--- src/rtl/c3aibadapt_rsvd_pkg.sv ---
// Shared types and constants for the RX async reserved-bit SSR unloader.
package c3aibadapt_rsvd_pkg;

    localparam int RSVD_WIDTH = 3;

    typedef enum logic [1:0] {
        IDLE  = 2'd0,
        SHIFT = 2'd1,
        OVER  = 2'd2
    } rsvd_state_t;

endpackage

--- src/rtl/c3aibadapt_rxasync_rsvd_shreg.sv ---
// Serial-in shift register with a saturating bit counter; exposes the
// post-shift contents and count so a same-cycle load sees the final bit.
module c3aibadapt_rxasync_rsvd_shreg
    import c3aibadapt_rsvd_pkg::*;
#(
    parameter int WIDTH = RSVD_WIDTH,
    parameter int CNT_W = $clog2(WIDTH + 2)
) (
    input  logic             clk,
    input  logic             srst,
    input  logic             shift,
    input  logic             data,
    input  logic             load,
    output logic [WIDTH-1:0] sh_post,
    output logic [CNT_W-1:0] cnt_post
);

    localparam logic [CNT_W-1:0] CNT_MAX = CNT_W'(WIDTH + 1);

    logic [WIDTH-1:0] sh_reg;
    logic [CNT_W-1:0] cnt_reg;

    assign sh_post[0] = shift ? data : sh_reg[0];

    genvar gi;
    generate
        for (gi = 1; gi < WIDTH; gi++) begin : g_bit
            assign sh_post[gi] = shift ? sh_reg[gi-1] : sh_reg[gi];
        end
    endgenerate

    always_comb begin
        cnt_post = cnt_reg;
        if (shift && (cnt_reg != CNT_MAX))
            cnt_post = cnt_reg + CNT_W'(1);
    end

    // Contents survive a load; only the count is cleared.
    always_ff @(posedge clk) begin
        if (srst) begin
            sh_reg  <= '0;
            cnt_reg <= '0;
        end else begin
            sh_reg  <= sh_post;
            cnt_reg <= load ? '0 : cnt_post;
        end
    end

endmodule

--- src/rtl/c3aibadapt_rxasync_rsvd_unload.sv ---
// Unloads WIDTH reserved bits from the SSR stream; a frame is accepted only
// when the load strobe sees exactly WIDTH shifted bits.
module c3aibadapt_rxasync_rsvd_unload
    import c3aibadapt_rsvd_pkg::*;
#(
    parameter int   WIDTH     = RSVD_WIDTH,
    parameter logic RESET_VAL = 1'b0
) (
    input  logic             rx_clock_async_rx_osc_clk,
    input  logic             rx_reset_async_rx_osc_clk_rst,
    input  logic             rx_async_fabric_hssi_ssr_data,
    input  logic             rx_async_fabric_hssi_ssr_shift,
    input  logic             rx_async_fabric_hssi_ssr_load,
    output logic [WIDTH-1:0] pld_rx_ssr_reserved_out,
    output logic             rx_async_ssr_reserved_upd,
    output logic             rx_async_ssr_frame_err
);

    localparam int CNT_W = $clog2(WIDTH + 2);
    localparam logic [CNT_W-1:0] CNT_FULL = CNT_W'(WIDTH);
    localparam logic [CNT_W-1:0] CNT_MAX  = CNT_W'(WIDTH + 1);

    logic             clk;
    logic             srst;
    logic             shift;
    logic             load;
    logic [WIDTH-1:0] sh_post;
    logic [CNT_W-1:0] cnt_post;

    rsvd_state_t      state_reg;
    logic [WIDTH-1:0] rsvd_out_reg;
    logic             upd_reg;
    logic             err_reg;

    assign clk   = rx_clock_async_rx_osc_clk;
    assign srst  = rx_reset_async_rx_osc_clk_rst;
    assign shift = rx_async_fabric_hssi_ssr_shift;
    assign load  = rx_async_fabric_hssi_ssr_load;

    c3aibadapt_rxasync_rsvd_shreg #(
        .WIDTH (WIDTH),
        .CNT_W (CNT_W)
    ) u_shreg (
        .clk      (clk),
        .srst     (srst),
        .shift    (shift),
        .data     (rx_async_fabric_hssi_ssr_data),
        .load     (load),
        .sh_post  (sh_post),
        .cnt_post (cnt_post)
    );

    always_ff @(posedge clk) begin
        if (srst) begin
            state_reg    <= IDLE;
            rsvd_out_reg <= {WIDTH{RESET_VAL}};
            upd_reg      <= 1'b0;
            err_reg      <= 1'b0;
        end else begin
            upd_reg <= 1'b0;
            if (load) begin
                state_reg <= IDLE;
                // Judge the frame on the count including any same-cycle shift.
                if (cnt_post == CNT_FULL) begin
                    rsvd_out_reg <= sh_post;
                    upd_reg      <= 1'b1;
                    err_reg      <= 1'b0;
                end else begin
                    err_reg <= 1'b1;
                end
            end else if (shift) begin
                case (state_reg)
                    IDLE:    state_reg <= SHIFT;
                    SHIFT:   state_reg <= (cnt_post == CNT_MAX) ? OVER : SHIFT;
                    default: state_reg <= OVER;
                endcase
            end
        end
    end

    assign pld_rx_ssr_reserved_out   = rsvd_out_reg;
    assign rx_async_ssr_reserved_upd = upd_reg;
    assign rx_async_ssr_frame_err    = err_reg;

endmodule

--- config.mk ---
export PLATFORM = sky130hd
export DESIGN_NAME = c3aibadapt_rxasync_rsvd_unload
export DESIGN_NICKNAME = d
export VERILOG_FILES = /design/src/rtl/c3aibadapt_rsvd_pkg.sv /design/src/rtl/c3aibadapt_rxasync_rsvd_shreg.sv /design/src/rtl/c3aibadapt_rxasync_rsvd_unload.sv
export SDC_FILE = /design/constraint.sdc
export NUM_CORES = 1
export LEC_CHECK = 0
export ABC_AREA = 1
export CORE_MARGIN = 2
export CORE_UTILIZATION = 25
export CTS_BUF_LIST = sky130_fd_sc_hd__clkbuf_8 sky130_fd_sc_hd__clkbuf_16
export DETAILED_ROUTE_END_ITERATION = 7
export GPL_ROUTABILITY_DRIVEN = 0
export HOLD_SLACK_MARGIN = 0.15
export PLACE_DENSITY = 0.5
export SETUP_SLACK_MARGIN = 0.5
export SLEW_MARGIN = 20
export SYNTH_ARGS = -nofsm -noshare
export SYNTH_HDL_FRONTEND = slang
export SYNTH_SLANG_ARGS = --single-unit
--- constraint.sdc ---
create_clock -name rx_clock_async_rx_osc_clk -period 2.1 [get_ports rx_clock_async_rx_osc_clk]
set_input_delay 0.42 -clock rx_clock_async_rx_osc_clk [delete_from_list [all_inputs] [get_ports rx_clock_async_rx_osc_clk]]
set_output_delay 0.42 -clock rx_clock_async_rx_osc_clk [all_outputs]
set_load 0.01 [all_outputs]
==> results.md, run 1 <==
- Diode count: 0
- Starting Density: 26.8%
- Mapped Area: 532 um^2
- Synthesis Warnings: 0
- Design area: 689 um^2
- Kind of critical path: reg -> out
- Largest net degree at the start of global routing: 11
- Status: complete, no violations
- Layout cells sized above 1: 20.3%
- Avg Vias per Cell: 4.13
- Hold Path Cell Cnt: 2
- Core ar.: 1980 um^2
- RSZ-0062 raised after global routing: no
- Met2 WL: 465 um
- Critical Path End Type: output port
- Setup Skew: 0.00295 ns
- Worst vdd ir: 0.000391 V
- GRT overflow: 0
- Site Rows: 16
- RR Startpoint: u_shreg.cnt_reg[0]$_SDFF_PP0_
- CP Cell Sequence: clkdlybuf4s50_1
- Final hold vios: 0
- Worst slew margin: 70.2%
- Multiplexer area fraction after synthesis: 1.88%
- TritonCTS clock tree: done
- Fillers: 209
- Drt initial violations: 3
- Leakage power: 0.303 nW
- Most common cell after layout, fill and taps aside: nor2_1
- Crit path time final: 1.52 ns
- Port Buffers: 9
- CP required: 1.68 ns
- First-pass GRT wire length: 1730 um
- Post-DRT Antenna Nets: 0
- Synth Area in XOR/XNOR: 0%
- Cells on worst reg2reg path: 10
- Chip height: 50.1 um
- Dpl cells: 97
- Simple-gate area share of the yosys netlist: 41.6%
- Final Max Slew Viols: 0
- Delay-heaviest family, CP: buffers and inverters
- Mapped Nets: 69
- Die W: 50.1 um
- Setup Viol. Count Final: 0
- Hold path endpoint: rx_async_ssr_frame_err$_SDFFE_PP0P_
- Sequential area share after synthesis: 41.4%
- Adder-Cell Fraction of Synth Area: 4.71%
- Worst-Skew Late Latency: 0.23 ns
- CTS HTree Levels: 1
- Initial antenna violation count: 0
- Setup Fix Bufs, Post-CTS: 0
- Hold_buf cts: 0
- Synthesized area per cell: 8.58 um^2
- Worst Setup Start Kind: flip-flop
- Avg WL per Cell: 9.13 um
- Reg2reg setup slack: 0.66 ns
- Hold Startpoint: rx_async_ssr_frame_err$_SDFFE_PP0P_
- Aggregate global-route resource usage: 8.89%
- Max Used Layer: met4
- Layout area overhead: 29.6%
- Final nets: 82
- Max-cap violations: 0
- Num CTS Buffers: 3
- Crit path from: pld_rx_ssr_reserved_out[1]$_SDFFE_PP0P_
- Power Density: 717 nW/um^2
- Largest family of logic cells by synthesized area: simple AND/OR/NAND/NOR gates
- CTS sink count: 11
- Cell Count, Final, Fillers Out: 101
- # IOs: 10
- Root buffer cell: clkbuf_8
- Most frequent cells in the layout: 13 x nor2_1, 10 x dfxtp_1, 9 x nand2_1, 8 x clkdlybuf4s50_1
- Routed wl met3: 38 um
- Max incr delay on CP: 0.54 ns
- Vias in the first global route: 449
- Post-Place Cell Area: 644 um^2
- Post-route met1 wirelength: 412 um
- Drt pass-1 iters: 2
- Min-delay worst type: reg -> reg
- Routed WL: 922 um
- WHS: 0.483 ns
- Yosys reg bits: 11
- Crit path max-delay cell type: clkdlybuf4s50_1
- F_max: 660 MHz
- Syn Inst Count: 62
- DR vias: 417
- Setup ws final: 0.585 ns
- Worst Path Max Fanout: 2
- Reg2reg end: pld_rx_ssr_reserved_out[0]$_SDFFE_PP0P_
- CP Buf/Inv Count: 1
- DP Wirelength: 741 um
- Clock tree buffer depth: 2
- Period utilization: 72.2%
- Compound-Gate Fraction of Synth Area: 4.71%
- Dpl ws: 0.193 ns
- Worst-margin pin slew: 0.447 ns
- Fin Setup TNS: 0 ns
- Die Area: 2510 um^2
- CP Data Arrival Time: 1.10 ns
- Drt drc: 0
- Unique masters post-synth: 19
- Clock-pin slew on the worst setup and hold paths: 0.05 ns
through the flow:
stage	utilization, %	total power (W)
finish	34.8	0.000494
global route	34.8	0.000525
CTS	34.7	0.000504
detailed placement	32.5	0.000299
global placement	32.5	0.000299
floorplan	-	0.000274
area by class of cell:
cell class	instances	area [um^2]	share of cell area, %
Clock buffer	3	41.3	5.99
Clock inverter	1	3.75	0.544
Inverter	5	18.8	2.72
Multi-Input combinational cell	45	282	40.8
Sequential cell	11	221	32.1
Tap cell	27	33.8	4.90
Timing Repair Buffer	9	88.8	12.9
repair_timing:
| item | 4_1_cts | 5_1_grt |
|---|---|---|
| endpoints found under the hold margin | 0 | 0 |
| resized for setup | 1 | 1 |
| cloned | 0 | 0 |
| pin swaps | 0 | 0 |
| endpoints found under the setup margin | 4 | 4 |
logic make-up after synthesis:
family                   count (synthesis)
flip-flops                              11
AO/OA/AOI/OAI                            5
multiplexers                             1
buffers and inverters                    6
AND/OR/NAND/NOR                         37
adder cells (fa/ha/maj)                  2
power by group:
part | total [W] | internal, W | switching [W] | leakage (nW)
Combinational | 0.0000691 | 0.0000325 | 0.0000367 | 0.185
Sequential | 0.000224 | 0.000220 | 0.00000494 | 0.0904
Clock | 0.000201 | 0.000128 | 0.0000728 | 0.0269
synth_stat cells:
| master | n | area (um^2) |
|---|---|---|
| nor2_1 | 13 | 48.8 |
| dfxtp_1 | 11 | 220 |
| nand2_1 | 9 | 33.8 |
| a21oi_1 | 4 | 20.0 |
| nand3_1 | 4 | 20.0 |
| inv_1 | 3 | 11.3 |
| nand2_4 | 3 | 33.8 |
| ha_1 | 2 | 25.0 |
| inv_2 | 2 | 7.51 |
| nand2_2 | 2 | 12.5 |
| buf_6 | 1 | 11.3 |
| mux2i_1 | 1 | 10.0 |
| nand3_2 | 1 | 10.0 |
| nand3_4 | 1 | 17.5 |
| nand3b_1 | 1 | 7.51 |
| nand3b_2 | 1 | 11.3 |
| nor2_8 | 1 | 20.0 |
| o21ai_1 | 1 | 5.00 |
| or2_1 | 1 | 6.26 |
how the worst max path moves through the flow:
stage / to / slack [ns] / cells after the start
3_5_place_dp: pld_rx_ssr_reserved_out[0]$_SDFFE_PP0P_ / 0.19 / 8
6_report: pld_rx_ssr_reserved_out[1] / 0.58 / 1
2_1_floorplan: pld_rx_ssr_reserved_out[0]$_SDFFE_PP0P_ / 0.75 / 7
5_1_grt: pld_rx_ssr_reserved_out[0] / 0.54 / 1
3_3_place_gp: pld_rx_ssr_reserved_out[0]$_SDFFE_PP0P_ / 0.22 / 8
4_1_cts: pld_rx_ssr_reserved_out[1] / 0.57 / 1
metal layers:
layer  track usage [%]  vias up
met2              15.1        6
li1                  -      219
met3              3.03        2
met1              9.78      190
met5                 0        -
met4              4.17        0
No activity file was read; power rests on OpenSTA's default activity.
==> run 2: changes to the inputs <==
==> constraint.sdc (replaced) <==
create_clock -name rx_clock_async_rx_osc_clk -period 1.5 [get_ports rx_clock_async_rx_osc_clk]
set_input_delay 0.3 -clock rx_clock_async_rx_osc_clk [delete_from_list [all_inputs] [get_ports rx_clock_async_rx_osc_clk]]
set_output_delay 0.3 -clock rx_clock_async_rx_osc_clk [all_outputs]
set_load 0.01 [all_outputs]
==> run 2 against run 1 <==
Clock skew decreased by 0.0016 ns. Critical path type is now reg -> reg. Combinational power increased by 84%. Design area increased by 20%. Global-route usage increased by 1.5 points. Clock power increased by 47%. Die area unchanged.
==> results.md, run 2 (synthesis gave the netlist of run 1 again) <==
- Worst slew margin: 83.7%
- Port Buffers: 9
- Largest net degree at the start of global routing: 9
- Num CTS Buffers: 3
- F_max: 748 MHz
- Seq. cell area: 228 um^2
- CP Cell Sequence: inv_4, ha_4, nand2_8, nand2_4, nand2_2, nand2_4, nor2_8, nand3_2, nand2_1, nor2_1
- Setup Skew: 0.00138 ns
- Avg Vias per Cell: 4.16
- Period utilization: 89.1%
- Worst-Skew Late Latency: 0.24 ns
- Crit path time final: 1.34 ns
- Delay-heaviest family, CP: simple AND/OR/NAND/NOR gates
- Final Power: 0.000739 W
- Critical Path End Type: flip-flop
- Max-cap violations: 0
- Dpl cells: 100
- Min-delay worst type: reg -> reg
- Fillers: 197
- Final Max Slew Viols: 0
- Routed WL: 1140 um
- DP Wirelength: 736 um
- CP Depth: 10
- Post-DRT Antenna Nets: 0
- Chip height: 50.1 um
- RR Startpoint: u_shreg.cnt_reg[0]$_SDFF_PP0_
- Die Area: 2510 um^2
- DR vias: 453
- Die W: 50.1 um
- GRT overflow: 0
- CTS HTree Levels: 1
- Hold_buf cts: 0
- Vias in the first global route: 460
- Power Density: 895 nW/um^2
- Worst Setup Start Kind: flip-flop
- TritonCTS clock tree: done
- Crit path from: u_shreg.cnt_reg[0]$_SDFF_PP0_
- Site Rows: 16
- Crit path max-delay cell type: dfxtp_2
- Reg2reg setup slack: 0.16 ns
- CP Data Arrival Time: 1.47 ns
- Hold Path Cell Cnt: 2
- Fin Setup TNS: 0 ns
- Max incr delay on CP: 0.35 ns
- First-pass GRT wire length: 1890 um
- RSZ-0062 raised after global routing: yes
- Most frequent cells in the layout: 12 x nor2_1, 7 x nand2_1, 6 x buf_4, 6 x dfxtp_2, 5 x dfxtp_1
- CP Buf/Inv Count: 1
- Leakage power: 0.365 nW
- Worst vdd ir: 0.000532 V
- Drt drc: 0
- Drt initial violations: 2
- Hold Startpoint: pld_rx_ssr_reserved_out[1]$_SDFFE_PP0P_
- Starting Density: 26.8%
- Worst-margin pin slew: 0.238 ns
- Diode count: 0
- Status: complete, no violations
- Clock tree buffer depth: 2
- CP required: 1.63 ns
- Area of the multi-input gates: 354 um^2
- Avg WL per Cell: 10.4 um
- # IOs: 10
- Worst Path Max Fanout: 7
- Clock-pin slew on the worst setup and hold paths: 0.05 ns
- Layout area overhead: 55.3%
- Core ar.: 1980 um^2
- Layout cells sized above 1: 51.2%
- Aggregate global-route resource usage: 10.4%
- Final hold vios: 0
- Cell Count, Final, Fillers Out: 109
- Root buffer cell: clkbuf_8
- Kind of critical path: reg -> reg
- Final nets: 90
- Setup Viol. Count Final: 0
- Most common cell after layout, fill and taps aside: nor2_1
- Worst path most repeated cell: nand2_4
- Initial antenna violation count: 0
- CTS sink count: 11
- Cells on worst reg2reg path: 10
- Drt pass-1 iters: 3
run 2: routing by layer:
layer  track usage (%)  up-vias  wire [um]
met2              16.2       10        566
met1              11.1      203        472
li1                  -      235          -
met3              3.03        5         54
met5                 0        -          0
met4              9.72        0         46
run 2: layout make-up:
type / count / share of cell area (%)
Sequential cell: 11 / 27.6
Multi-Input combinational cell: 45 / 42.9
Inverter: 5 / 2.88
Clock inverter: 1 / 0.455
Timing Repair Buffer: 17 / 17.1
Clock buffer: 3 / 5.00
Tap cell: 27 / 4.09
run 2: through the flow:
step	area [um^2]	utilization [%]	hold slack, ns	setup WS [ns]
after CTS	774	39.1	0.479	0.206
after detailed placement	694	35.0	0.479	-0.116
after floorplan	559	-	0.372	0.245
after global placement	694	35.0	0.464	-0.134
after global routing	826	41.7	0.496	0.0950
final	826	41.7	0.479	0.163
run 2: path summary, 6_finish.rpt:
kind	to
worst max register to register	pld_rx_ssr_reserved_out[0]$_SDFFE_PP0P_
worst min-delay path	pld_rx_ssr_reserved_out[1]$_SDFFE_PP0P_
worst max-delay path	pld_rx_ssr_reserved_out[0]$_SDFFE_PP0P_
worst min register to register	pld_rx_ssr_reserved_out[1]$_SDFFE_PP0P_
run 2: worst min-delay path: stages (launching register included):
cell and delay, ns:
dfxtp_2 0.32, a21oi_1 0.04, nor2_1 0.09
run 2: what timing repair did:
| action | 4_1_cts | 5_1_grt |
|---|---|---|
| endpoints found under the hold margin | 0 | 0 |
| endpoints found under the setup margin | 16 | 11 |
| pin swaps | 4 | 2 |
| resized for setup | 32 | 12 |
| buffers inserted | 3 | 2 |
run 2: power breakdown:
| part | switching, W | leakage [nW] | internal [W] |
|---|---|---|---|
| logic | 0.0000658 | 0.246 | 0.0000612 |
| registers | 0.00000773 | 0.0924 | 0.000309 |
| clock network | 0.000115 | 0.0269 | 0.000180 |
==> RTL change: new RTL, flow settings as in run 2 <==
`RSVD_WIDTH`: 3 -> 5.
--- a/src/rtl/c3aibadapt_rsvd_pkg.sv
+++ b/src/rtl/c3aibadapt_rsvd_pkg.sv
@@ -1,7 +1,7 @@
 // Shared types and constants for the RX async reserved-bit SSR unloader.
 package c3aibadapt_rsvd_pkg;
 
-    localparam int RSVD_WIDTH = 3;
+    localparam int RSVD_WIDTH = 5;
 
     typedef enum logic [1:0] {
         IDLE  = 2'd0,
Ports: changed (resized pld_rx_ssr_reserved_out); port bits go from 10 to 12. The function was not compared with the original's and may differ.
==> RTL change against run 2 <==
Final area up 22%; sequential cell count up 4; global-route usage up 0.49 points; first-iteration DRC count rose to 3.5 times the old value; clock skew about the same; sequential share of layout area up 3.1 points; combinational power down 13%; routed wire length up 22%; sequential power up 31%; synthesized area up 20%; setup slack worse by 0.022 ns; total power up 13%.
==> RTL change: results (changes against run 2) <==
[status]
run_status=finished clean  ; unchanged

[layout]
drive_gt1_share_pct=52.0  ; was 51.2%
diodes=0  ; unchanged
fill_cells=248  ; was 197
nets=110  ; was 90

[critical_path]
rr_startpoint=u_shreg.cnt_reg[0]$_SDFF_PP0_  ; unchanged
worstPathArrival_ns=1.50  ; was 1.47 ns
endpoint=pld_rx_ssr_reserved_out[2]$_SDFFE_PP0P_  ; was pld_rx_ssr_reserved_out[0]$_SDFFE_PP0P_
r2r_cells=11  ; was 10
critPathMaxStageDelay_ns=0.33  ; was 0.35 ns
cp_max_fo=11  ; was 7
cpMaxStageDelayCell=dfxtp_2  ; unchanged
r2r_setup_slack_ns=0.14  ; was 0.16 ns

[clock_tree]
cts_buffers=3  ; unchanged
clk_pin_slew_ns=0.06
insertion_delay_ns=0.24  ; about the same
root_buffer=clkbuf_8  ; unchanged
clockBufferDepth=2  ; unchanged

[global_route]
grt_max_degree=12  ; was 9
grt_pass1_wl_mm=2.30  ; was 1.89 mm
grt_use_total_pct=10.9  ; was 10.4%
grt_pass1_vias=559  ; was 460
antenna_found_initial=0  ; unchanged

[synth]
synth.area.top_cells=dfxtp_1 (47%), nor2_1 (8.8%), nand3_1 (7.1%)  ; was dfxtp_1 (41%), nor2_1 (9.2%), nand2_1 (6.4%)
synth_compound_area_share_pct=7.06  ; was 4.71%
yosysWarnings=0  ; unchanged
synthDistinctLibCells=15  ; was 19
synth_seq_area_share_pct=47.1  ; was 41.4%
syn-num-nets=86  ; was 69
ys.flop_type=dfxtp_1  ; unchanged
synthCells=79  ; was 62
synth_xor_area_share_pct=0  ; unchanged
ys_top_cells_by_count=dfxtp_1 (15), nor2_1 (15), nand2_1 (12), nand3_1 (9), a21oi_1 (8)  ; was nor2_1 (13), dfxtp_1 (11), nand2_1 (9), a21oi_1 (4), nand3_1 (4)
synthMuxAreaShare_pct=4.71  ; was 1.88%
synth_fa_ha_area_share_pct=3.92  ; was 4.71%

[route]
wl_mm=1.39  ; was 1.14 mm
drtPass1Iterations=2  ; was 3
vias_per_cell=4.20  ; was 4.16
drtIter0Drc=7  ; was 2

[flow_run]
cap_violations=0  ; unchanged

[sta]
fin_skew_ns=0.00152  ; was 0.00138 ns
relSlewSlack_pct=84.3  ; was 83.7%

[placement]
dp_hpwl_um=963  ; was 736 um
place.port_buffers=11  ; was 9

[hold_path]
hp-class=flip-flop to flip-flop  ; unchanged
holdPathStages=2  ; unchanged
whs_endpoint=pld_rx_ssr_reserved_out[0]$_SDFFE_PP0P_  ; was pld_rx_ssr_reserved_out[1]$_SDFFE_PP0P_
holdCritStartpoint=pld_rx_ssr_reserved_out[0]$_SDFFE_PP0P_  ; was pld_rx_ssr_reserved_out[1]$_SDFFE_PP0P_

[pwr]
p_switching_uw=191  ; was 189 uW
ir_drop_uv=446  ; was 532 uV
leakage_uw=0.000435  ; was 0.000365 uW

## RTL change: power by group through the flow
stage | sequential [uW] | combinational, uW | clock (uW)
floorplan | 422 | 55.7 | 0
global placement | 421 | 96.5 | 0
detailed placement | 422 | 97.2 | 0
CTS | 413 | 98.7 | 323
global route | 416 | 121 | 344
finish | 415 | 111 | 312
## RTL change: repair_timing
item                       4_1_cts  5_1_grt
pin swaps                        1        2
resized for setup               41       12
buffers inserted                 1        2
setup endpoints to repair       22       18
hold buffers                     0        0
## RTL change: cell type report
cell class / instances / share of cell area, %
repair buffers: 23 / 21.3
well taps: 30 / 3.73
clock buffers: 3 / 4.10
multi-input cells: 56 / 38.3
inverters: 4 / 1.49
flip-flops and latches: 15 / 30.7
clock inverters: 1 / 0.373
## RTL change: layer usage
| metal | global-route usage (%) | wire (um) | vias to the layer above |
|---|---|---|---|
| li1 | - | - | 297 |
| met1 | 14.2 | 696 | 249 |
| met2 | 16.5 | 645 | 6 |
| met3 | 2.46 | 42 | 2 |
| met4 | 6.25 | 9 | 0 |
| met5 | 0 | 0 | - |
## RTL change: logic make-up (layout without fill, tap and decap cells)
logic type | after synthesis | in the layout
buffers and inverters | 8 | 31
AND/OR/NAND/NOR | 42 | 42
adder cells (fa/ha/maj) | 2 | 2
AO/OA/AOI/OAI | 9 | 9
flip-flops | 15 | 15
multiplexers | 3 | 3
## RTL change: worst max-delay path, delay by kind of cell (launching register included)
kind	cells	cell delay (ns)
AND/OR/NAND/NOR	8	0.58
flip-flops	1	0.33
adder cells (fa/ha/maj)	1	0.15
buffers and inverters	2	0.19
## RTL change: through the flow
step	hold WS (ns)	setup WS (ns)	std cells	setup TNS, ns	area (um^2)
finish	0.486	0.141	132	0	1010
global route	0.512	0.0409	132	0	1010
CTS	0.477	0.140	130	0	928
detailed placement	0.480	-0.191	125	-1.22	890
global placement	0.463	-0.171	125	-1.10	890
floorplan	0.429	0.176	79	0	699
